==> src/rtl/rr_arbiter.sv <==
// Round-robin arbiter with a registered one-hot grant, a rotating search pointer,
// and an optional hold limit that forces the current owner to release.
module rr_arbiter #(
  parameter int REQCNT   = 3,
  parameter int REQWIDTH = $clog2(REQCNT),
  parameter int MAX_HOLD = 4,
  parameter int HCNTW    = ($clog2(MAX_HOLD+1) > 0 ? $clog2(MAX_HOLD+1) : 1)
) (
  input  logic                clk_i,
  input  logic                rst_n_i,
  input  logic [REQCNT-1:0]   req_i,
  output logic [REQCNT-1:0]   gnt_o,
  output logic [REQWIDTH-1:0] gnt_num_o,
  output logic                gnt_valid_o,
  output logic                preempt_o
);

  typedef enum logic {IDLE, BUSY} state_t;

  localparam logic [HCNTW-1:0]    HOLD_LAST = HCNTW'((MAX_HOLD > 0) ? MAX_HOLD - 1 : 0);
  localparam logic [REQWIDTH-1:0] LAST_IDX  = REQWIDTH'(REQCNT - 1);

  state_t              state_q, state_d;
  logic [REQWIDTH-1:0] ptr_q, ptr_d;
  logic [REQWIDTH-1:0] num_q, num_d;
  logic [HCNTW-1:0]    hold_q, hold_d;
  logic [REQCNT-1:0]   gnt_q, gnt_d;
  logic                pre_q, pre_d;

  logic                win_vld;
  logic [REQWIDTH-1:0] win_num;
  logic [REQWIDTH-1:0] nxt_ptr;

  // Circular search from ptr; the wrap is done in int so non-power-of-two counts work.
  always_comb begin
    int sum;
    win_vld = 1'b0;
    win_num = '0;
    sum     = 0;
    for (int i = 0; i < REQCNT; i++) begin
      sum = int'(ptr_q) + i;
      if (sum >= REQCNT) sum = sum - REQCNT;
      if (!win_vld && req_i[REQWIDTH'(sum)]) begin
        win_vld = 1'b1;
        win_num = REQWIDTH'(sum);
      end
    end
  end

  assign nxt_ptr = (num_q == LAST_IDX) ? '0 : num_q + 1'b1;

  always_comb begin
    state_d = state_q;
    ptr_d   = ptr_q;
    num_d   = num_q;
    hold_d  = hold_q;
    gnt_d   = gnt_q;
    pre_d   = 1'b0;
    case (state_q)
      IDLE: begin
        if (win_vld) begin
          state_d        = BUSY;
          num_d          = win_num;
          gnt_d          = '0;
          gnt_d[win_num] = 1'b1;
          hold_d         = '0;
        end
      end
      BUSY: begin
        // Normal release takes priority over the hold limit.
        if (!req_i[num_q]) begin
          state_d = IDLE;
          gnt_d   = '0;
          num_d   = '0;
          ptr_d   = nxt_ptr;
        end else if (MAX_HOLD != 0 && hold_q == HOLD_LAST) begin
          state_d = IDLE;
          gnt_d   = '0;
          num_d   = '0;
          ptr_d   = nxt_ptr;
          pre_d   = 1'b1;
        end else begin
          hold_d = hold_q + 1'b1;
        end
      end
      default: state_d = IDLE;
    endcase
  end

  always_ff @(posedge clk_i or negedge rst_n_i) begin
    if (!rst_n_i) begin
      state_q <= IDLE;
      ptr_q   <= '0;
      num_q   <= '0;
      hold_q  <= '0;
      gnt_q   <= '0;
      pre_q   <= 1'b0;
    end else begin
      state_q <= state_d;
      ptr_q   <= ptr_d;
      num_q   <= num_d;
      hold_q  <= hold_d;
      gnt_q   <= gnt_d;
      pre_q   <= pre_d;
    end
  end

  assign gnt_o       = gnt_q;
  assign gnt_num_o   = num_q;
  assign gnt_valid_o = (state_q == BUSY);
  assign preempt_o   = pre_q;

endmodule

==> config.mk <==
export PLATFORM = sky130hd
export DESIGN_NAME = rr_arbiter
export DESIGN_NICKNAME = d
export VERILOG_FILES = /design/src/rtl/rr_arbiter.sv
export SDC_FILE = /design/constraint.sdc
export NUM_CORES = 1
export LEC_CHECK = 0
export ABC_CLOCK_PERIOD_IN_PS = 4100
export CAP_MARGIN = 10
export CORE_MARGIN = 4
export CORE_UTILIZATION = 49
export CTS_CLUSTER_DIAMETER = 60
export DETAILED_ROUTE_END_ITERATION = 10
export PLACE_DENSITY = 0.74
export SYNTH_ARGS = -nofsm -noshare
export SYNTH_HDL_FRONTEND = slang
export SYNTH_SLANG_ARGS = --single-unit
export TNS_END_PERCENT = 10
==> constraint.sdc <==
create_clock -name clk_i -period 4.1 [get_ports clk_i]
set_input_delay 0.82 -clock clk_i [delete_from_list [all_inputs] [get_ports clk_i]]
set_output_delay 0.82 -clock clk_i [all_outputs]
set_load 0.005 [all_outputs]
# After elaboration in Yosys (flattened, before gate mapping)
# Index checks and enable logic that the tools add are counted.
[classes] n_addsub=7 mul=0 div_mod_pow=0 magnitude_cmp=9 n_eq_ne=7 shift=0 n_mux=44 bitwise_logic=1 reduce_logical=8
[ops] op="2-to-1 mux 2 bit" n=12
[ops] op="2-to-1 mux 3 bit" n=6
[ops] op="2-to-1 mux 1 bit" n=17
[ops] op="< comparator 2 x 4 -> 1 bit (second input constant)" n=3
[ops] op="case mux 3 bit (2 select lines)" n=2
[ops] op="binary-select mux 1 bit (select 2 bit)" n=4
[ops] op=">= comparator 3 x 2 -> 1 bit (second input constant)" n=2
[ops] op="< comparator 2 x 3 -> 1 bit (second input constant)" n=2
[ops] op="subtractor 2 bit (second input constant)" n=3
[ops] op="inequality test 2 x 1 -> 1 bit (second input constant)" n=2
[ops] op="inequality test 2 bit (second input constant)" n=2
[ops] op="case mux 2 bit (2 select lines)" n=1
[ops] op="AND reduction 2 bit" n=2
[ops] op="adder 2 x 1 -> 3 bit (second input constant)" n=1
[ops] op="adder 2 x 2 -> 3 bit (second input constant)" n=1
[ops] op="adder 3 x 1 -> 3 bit (second input constant)" n=1
[ops] op="== test 3 x 2 -> 1 bit (second input constant)" n=1
[ops] op="logical AND 1 bit" n=3
[ops] op="inequality test 3 x 2 -> 1 bit (second input constant)" n=1
[ops] op="AND reduction 3 bit" n=1
[ops] op="adder 2 x 1 -> 2 bit (second input constant)" n=1
[ops] op="demux 1 bit (select 2 bit)" n=1
[ops] op="== test 2 bit (second input constant)" n=1
[ops] op=">= comparator 2 x 1 -> 1 bit (second input constant)" n=1
[ops] op="other kinds (4)" n=5
[word_totals] regBits=12 latch_bits=0 ramBits=0 rom_bits=0 inputBits=5 output_inout_bits=7 n_memories=0

# Longest topological paths before layout
# Gate-level depths: netlist of run 1.
[logic_depth] depth_word=18 ltp_mapped=8 mapped_depth_nobuf=7

# Least setup slack after synthesis of run 1
# Ideal clock, no wire load.
[synth_path] kind="input-to-reg" start="input req_i[1]" end="register num_q[1], in the netlist gnt_num_o[1]" setup_time_ns=0.121 arrival_ns=1.846 t_required_ns=3.979 slack_ns=2.133 path_stages=5 n_path_buf=0 cell_sequence="mux2i_1 mux2i_1 or3_4 nor2b_1 a22o_1"
[synth_between] elab_chain_cells=12 elab_cells_between_ends=27 cone_classes="eq/ne: 2; mux: 20; reduce/logical: 5"
[synth_rtl] item="start, declared" line_no="11" source="input logic [REQCNT-1:0] req_i,"
[synth_rtl] item="binary-select mux 1 bit (select 2 bit)" line_no="43" source="if (!win_vld && req_i[REQWIDTH'(sum)]) begin"
[synth_rtl] item="2-to-1 mux 1 bit (not written as such) (2 in series)" line_no="43"
[synth_rtl] item="2-to-1 mux 1 bit" line_no="43"
[synth_rtl] item="zero test 1 bit" line_no="43"
[synth_rtl] item="logical AND 1 bit" line_no="43"
[synth_rtl] item="2-to-1 mux 1 bit" line_no="43"
[synth_rtl] item="zero test 1 bit" line_no="43"
[synth_rtl] item="logical AND 1 bit" line_no="43"
[synth_rtl] item="2-to-1 mux 2 bit or 2-to-1 mux 1 bit (tied branches)" line_no="43"
[synth_rtl] item="2-to-1 mux 2 bit or inequality test 2 bit (tied branches)"
[synth_rtl] item="case mux 2 bit (2 select lines) or AND reduction 2 bit (tied branches)"
[synth_rtl] item="end signal, assigned" line_no="101" source="num_q <= num_d;"
[synth_rtl] item="end, declared" line_no="25" source="logic [REQWIDTH-1:0] num_q, num_d;"
# Several ways; a longest one is shown, not always the timed one. The select of a mux whose other input is x is not followed.
# A chain may end at the register's enable or synchronous reset.

# Worst setup path in the final report of run 1
[layout_path] start="input req_i[2]" end="register gnt_q[0], in the netlist gnt_o[0]"
[layout_between] elab_chain_cells=16 elab_cells_between_ends=32 cone_classes="order compare: 2; eq/ne: 2; mux: 22; reduce/logical: 6"
[layout_rtl] item="binary-select mux 1 bit (select 2 bit)" line_no="43"
[layout_rtl] item="2-to-1 mux 1 bit (not written as such) (2 in series)" line_no="43"
[layout_rtl] item="2-to-1 mux 1 bit" line_no="43"
[layout_rtl] item="zero test 1 bit" line_no="43"
[layout_rtl] item="logical AND 1 bit" line_no="43"
[layout_rtl] item="2-to-1 mux 1 bit" line_no="43"
[layout_rtl] item="zero test 1 bit" line_no="43"
[layout_rtl] item="logical AND 1 bit" line_no="43"
[layout_rtl] item="2-to-1 mux 2 bit" line_no="43"
[layout_rtl] item="< comparator 2 x 3 -> 1 bit (not written as such) or >= comparator 2 x 1 -> 1 bit (tied branches)" line_no="65" source="gnt_d[win_num] = 1'b1;"
[layout_rtl] item="logical AND 1 bit (not written as such)" line_no="65"
[layout_rtl] item="2-to-1 mux 1 bit (not written as such)" line_no="65"
[layout_rtl] item="demux 1 bit (select 2 bit)" line_no="65"
[layout_rtl] item="2-to-1 mux 3 bit" line_no="61" source="if (win_vld) begin"
[layout_rtl] item="case mux 3 bit (2 select lines)" line_no="59" source="case (state_q)"
[layout_rtl] item="end signal, assigned" line_no="103" source="gnt_q <= gnt_d;"
[layout_rtl] item="end, declared" line_no="27" source="logic [REQCNT-1:0] gnt_q, gnt_d;"
# Several ways; a longest one is shown, not always the timed one. The select of a mux whose other input is x is not followed.

==> results of run 1 <==
[per-layer routing]
layer	global-route usage (%)	part of all wire (%)	up-vias
li1	-	-	317
met1	24.7	50	293
met2	23.0	43	16
met3	6.77	6.7	0
met4	1.61	0	0
met5	0	0	-
[layout make-up]
class | count | area [µm²] | area share, %
Inverter | 8 | 30.0 | 3.18
Timing Repair Buffer | 11 | 110 | 11.7
Clock buffer | 4 | 36.3 | 3.85
Multi-Input combinational cell | 58 | 447 | 47.3
Sequential cell | 12 | 300 | 31.8
Tap cell | 16 | 20.0 | 2.12
[cells in the mapped netlist, types with 2 or more instances]
| cell type | instances | share of area [%] |
|---|---|---|
| nand2b_1 | 3 | 2.4 |
| mux2i_1 | 7 | 9.0 |
| nand2_1 | 3 | 1.4 |
| nand3b_1 | 5 | 4.8 |
| o21ai_1 | 5 | 3.2 |
| nor2_1 | 2 | 0.96 |
| o31ai_1 | 4 | 3.8 |
| o22ai_1 | 3 | 2.4 |
| a22o_1 | 2 | 2.2 |
| inv_1 | 8 | 3.8 |
| ha_1 | 6 | 9.6 |
| o21a_1 | 2 | 1.9 |
| a21oi_1 | 2 | 1.3 |
| dfrtp_1 | 12 | 38 |
| nor2b_1 | 3 | 2.4 |
[cells by family (layout without fill, tap and decap cells)]
logic type	count (synthesis)	after routing	share of synthesized area, %
AO/OA/AOI/OAI	23	23	20.3
AND/OR/NAND/NOR	22	22	18.2
flip-flops	12	12	38.4
buffers and inverters	9	23	4.48
multiplexers	7	7	8.96
adder cells (fa/ha/maj)	6	6	9.60
[how the worst max path moves through the flow]
stage,startpoint,endpoint,slack [ps]
6_report,req_i[2],gnt_o[0]$_DFFE_PN0P_,1760
5_1_grt,req_i[0],gnt_o[0]$_DFFE_PN0P_,1620
4_1_cts,req_i[1],hold_q[1]$_DFFE_PN0P_,1750
3_5_place_dp,req_i[1],hold_q[1]$_DFFE_PN0P_,1480
3_3_place_gp,req_i[0],gnt_o[0]$_DFFE_PN0P_,1510
2_1_floorplan,req_i[1],gnt_num_o[1]$_DFFE_PN0P_,2130
[sequential cells by signal, summed over array words and instances, names as in the netlist]
register	count
gnt_num_o	2
gnt_o	3
gnt_valid_o	1
hold_q	3
preempt_o	1
ptr_q	2
[worst max-delay path, delay by kind of cell]
| kind | cells | cell delay, ps |
|---|---|---|
| AO/OA/AOI/OAI | 3 | 870 |
| buffers and inverters | 1 | 570 |
| multiplexers | 1 | 150 |
| AND/OR/NAND/NOR | 1 | 70 |
[power breakdown]
part	leakage, nW	total [W]	switching, W	internal [W]
registers	0.156	0.000200	0.0000411	0.000159
logic	0.238	0.000389	0.000197	0.000192
clock network	0.0210	0.0000955	0.0000415	0.0000540
[through the flow]
stage / instance area (µm²) / instances / setup WS, ps / power [W] / util (%)
6_report: 943 / 109 / 1760 / 0.000685 / 62.6
5_1_grt: 943 / 109 / 1620 / 0.000749 / 62.6
4_1_cts: 943 / 109 / 1750 / 0.000688 / 62.6
3_5_place_dp: 907 / 105 / 1480 / 0.000588 / 60.2
3_3_place_gp: 907 / 105 / 1510 / 0.000582 / 60.2
2_1_floorplan: 782 / 79 / 2130 / 0.000480 / -
==> run_results.csv, run 1 <==
group,metric,value,unit
floorplanning,core_area,1510,µm²
cts,cts_made_buffers,3,
layout,final_common_cell,"dfrtp_1",
global_routing,grt_max_degree,13,
sta,worstMarginPinSlew,559,ps
routing,drtIter0Drc,10,
cts,clk_latency,280,ps
sta,rsz0062_at_grt,"false",
power_and_ir_drop,powerDensity,726,nW/µm²
routing,postRouteAntennaNets,0,
sta,finalClockSkew,7.54,ps
placed_design,hpwlAfterDp,1200,µm
worst_setup_path,crit_path_end_kind,"flop",
worst_setup_path,worstReg2RegEnd,"gnt_o[0]$_DFFE_PN0P_",
synth,synth_edf_count,0,
routing,drc_errors,0,
cts,root_buffer,"clkbuf_4",
global_routing,grt-ovfl-total,0,
worst_setup_path,arrival,2480,ps
floorplanning,placement_rows,14,
hold_path,worstHoldStart,"hold_q[0]$_DFFE_PN0P_",
cts,cts.clk_slew.worst_paths,70,ps
synth,synth_nets,90,
routing,via_per_inst,5.74,
sta,finalCritPeriodShare,57.2,%
synth,yosys_warnings,0,
global_routing,grt_pass1_vias,590,
global_routing,antenna_found_initial,0,
layout,antennaDiodeCount,0,
power_and_ir_drop,ir_drop,0.000436,V
worst_setup_path,cpMaxStageDelayCell,"clkdlybuf4s50_1",
layout,fillCellCount,137,
placed_design,place_congestion,0.799,
sta,slew_violations,0,
sta,final_hold_viol_count,0,
layout,nNetsFinal,105,
sta,fmax,426,MHz
sta,fin_crit,2340,ps
synth,yosysSeqAreaShare,38.4,%
floorplanning,die_h,48.0,µm
placed_design,port_buffers,11,
cts,cts_tree,"built",
routing,firstDrtPassIters,4,
flow_run,max_cap_violations,0,
synth,synth_area_per_cell,9.90,µm²
sta,max_slew_margin,62.4,%
floorplanning,die_w,48.0,µm
sta,whs,491,ps
floorplanning,pin_count,12,
worst_setup_path,crit_chain,"clkdlybuf4s50_1, mux2i_1, o21ai_1, nor2_1, o31ai_1, o32ai_1",
layout,drive_gt1_share,7.53,%
synth,yosysUniqueCellTypes,27,
layout,final_cell_mix,"12 x dfrtp_1, 11 x clkdlybuf4s50_1, 8 x inv_1",
status,outcome,"complete, no violations",
cts,cts_buffer_depth,2,
power_and_ir_drop,p_leak,0.415,nW
synth,synthCells,79,
floorplanning,dieArea,2300,µm²
hold_path,hold_depth,1,
cts,post-cts-setup-buffers,0,
global_routing,grt_pass1_wl,2620,µm
worst_setup_path,r2r_setup_slack,1980,ps
hold_path,whs_endpoint,"hold_q[0]$_DFFE_PN0P_",
global_routing,grt.total_usage,16.5,%
routing,finalWirelength,1610,µm
worst_setup_path,ff2ff_path_depth,7,
synth,synth-seq-cells,12,
hold_path,worstHoldPathType,"reg -> reg",
synth,synth_area,782,µm²
cts,h-tree-depth,1,
cts,cts_resized,0,
worst_setup_path,cp-start-kind,"input port",
worst_setup_path,reg2reg_from,"ptr_q[0]$_DFFE_PN0P_",
routing,vias,626,
cts,numClockSinks,12,
synth,async_flop_share,100,%
worst_setup_path,cp.required,4240,ps
synth,yosys_most_used_dff,"dfrtp_1",
layout,area_delta_synth_final,20.6,%
cts,cts_hold_buffers,0,
worst_setup_path,slowest_delay,570,ps
worst_setup_path,path_class,"in -> reg",
sta,finalSetupViolCount,0,
routing,routedWlPerCell,14.8,µm
floorplanning,start_util,51.9,%
worst_setup_path,worst-path-max-fanout,5,
sta,setup-tns-final,0,ps
Power figures use the tool's default switching activity.
==> run 2, diff against run 1 <==
Settings changed: ABC_CLOCK_PERIOD_IN_PS 4100 to 2100, CORE_UTILIZATION 49 to 46, PLACE_DENSITY 0.74 to 0.73.
Clock period 4.1 ns to 2.1 ns, I/O delays scaled along.
==> run_results.csv, run 2 (synthesized netlist as in run 1, its figures left out) <==
group,metric,value,unit
status,outcome,"complete, no violations",
placed_design,port_buffers,11,
cts,h-tree-depth,1,
layout,fillCellCount,129,
global_routing,grt-ovfl-total,0,
placed_design,dp.cells,115,
worst_setup_path,cp-start-kind,"flop",
cts,cts_tree,"built",
global_routing,antenna_found_initial,0,
worst_setup_path,r2r_setup_slack,100,ps
placed_design,hpwlAfterDp,1280,µm
worst_setup_path,worstReg2RegEnd,"hold_q[2]$_DFFE_PN0P_",
power_and_ir_drop,ir_drop,0.000997,V
layout,final_cell_mix,"11 x clkdlybuf4s50_1, 10 x dfrtp_1, 10 x buf_4",
routing,vias,680,
routing,via_per_inst,5.71,
cts,cts_resized,0,
layout,fin_area,1060,µm²
floorplanning,placement_rows,14,
floorplanning,start_util,50.2,%
sta,final_hold_viol_count,0,
routing,drc_errors,0,
sta,fmax,500,MHz
cts,cts_hold_buffers,0,
worst_setup_path,reg2reg_from,"ptr_q[1]$_DFFE_PN0P_",
worst_setup_path,crit_path_end_kind,"flop",
flow_run,max_cap_violations,0,
floorplanning,die_h,49.2,µm
routing,drtIter0Drc,18,
routing,firstDrtPassIters,4,
worst_setup_path,worst-path-max-fanout,6,
floorplanning,die_w,49.2,µm
routing,finalWirelength,1690,µm
global_routing,grt_max_degree,13,
worst_setup_path,path_class,"reg -> reg",
placed_design,place_congestion,0.756,
cts,cts_made_buffers,3,
cts,post-cts-setup-buffers,0,
global_routing,grt_pass1_wl,2800,µm
layout,antennaDiodeCount,0,
sta,setup_slack,98.3,ps
routing,postRouteAntennaNets,0,
global_routing,grt_pass1_vias,636,
layout,area_delta_synth_final,36.0,%
sta,finalCritPeriodShare,95.3,%
sta,fin_crit,2000,ps
sta,worstMarginPinSlew,529,ps
cts,clk_latency,270,ps
floorplanning,pin_count,12,
sta,whs,486,ps
cts,root_buffer,"clkbuf_4",
worst_setup_path,arrival,2190,ps
floorplanning,dieArea,2420,µm²
placed_design,dp_worst_setup_slack,-34.7,ps
global_routing,grt.total_usage,15.1,%
cts,cts.clk_slew.worst_paths,70,ps
sta,slew_violations,0,
sta,finalClockSkew,2.31,ps
layout,drive_gt1_share,25.2,%
hold_path,worstHoldPathType,"in -> async",
layout,final_cells,119,
placed_design,placed_area,982,µm²
worst_setup_path,ff2ff_path_depth,7,
sta,finalSetupViolCount,0,
worst_setup_path,crit_path_end,"hold_q[2]$_DFFE_PN0P_",
floorplanning,core_area,1560,µm²
worst_setup_path,cp.required,2290,ps
worst_setup_path,worstSetupStartpoint,"ptr_q[1]$_DFFE_PN0P_",
sta,rsz0062_at_grt,"false",
cts,cts_buffer_depth,2,
power_and_ir_drop,p_leak,0.463,nW
layout,final_common_cell,"clkdlybuf4s50_1",
layout,nNetsFinal,115,
sta,max_slew_margin,64.6,%
power_and_ir_drop,powerDensity,1440,nW/µm²
cts,numClockSinks,12,
routing,routedWlPerCell,14.2,µm
run 2: cell count changes in the layout (fill, tap and decap cells not counted):
cell | previous run | this run
o21ai_2 | 0 | 1
ha_4 | 0 | 2
dfrtp_2 | 0 | 2
mux2i_2 | 0 | 2
o22ai_1 | 3 | 2
inv_2 | 0 | 1
o21ai_1 | 5 | 4
buf_4 | 0 | 10
inv_1 | 8 | 7
dfrtp_1 | 12 | 10
o22ai_2 | 0 | 1
ha_1 | 6 | 4
mux2i_1 | 7 | 5
run 2: per-layer routing:
metal  up-vias  wire length [µm]  track usage, %
met5         -                 0               0
met4         0                 0            1.90
met3         0                72            5.81
met2        14               698            20.5
met1       327               922            22.9
li1        339                 -               -
run 2: critical path, stage by stage (launching register included):
cell and delay, ps:
dfrtp_2 440, inv_1 120, ha_4 180, mux2i_1 220, mux2i_1 120, or3_4 430
o21a_1 240, o22ai_1 170
run 2: worst min-delay path by stage:
stage | slack [ps] | startpoint | end | cells past startpoint
floorplan | 120 | rst_n_i | gnt_num_o[0]$_DFFE_PN0P_ | 0
global placement | 470 | hold_q[0]$_DFFE_PN0P_ | hold_q[0]$_DFFE_PN0P_ | 1
detailed placement | 480 | hold_q[0]$_DFFE_PN0P_ | hold_q[0]$_DFFE_PN0P_ | 1
CTS | 490 | hold_q[0]$_DFFE_PN0P_ | hold_q[0]$_DFFE_PN0P_ | 1
global route | 500 | hold_q[0]$_DFFE_PN0P_ | hold_q[0]$_DFFE_PN0P_ | 1
finish | 490 | rst_n_i | preempt_o$_DFF_PN0_ | 1
run 2: through the flow:
stage	TNS, ps	total power (W)	util [%]
finish	0	0.00153	68.2
global route	0	0.00166	68.2
floorplan	0	0.000936	-
CTS	0	0.00144	65.3
global placement	0	0.00123	63.0
detailed placement	-74.1	0.00125	63.0
run 2: where the power goes:
group          switching [W]  total, W  internal, W  leakage (nW)
Combinational       0.000433  0.000945     0.000513         0.289
Sequential         0.0000890  0.000402     0.000313         0.154
Clock              0.0000758  0.000181     0.000105        0.0210
Total               0.000598   0.00153     0.000932         0.463
run 2: final cells by class:
type | instances | area (µm²) | area share (%)
clock buffers | 4 | 36.3 | 3.41
inverters | 8 | 30.0 | 2.82
repair buffers | 21 | 185 | 17.4
multi-input cells | 58 | 489 | 46.0
flip-flops and latches | 12 | 303 | 28.5
well taps | 16 | 20.0 | 1.88
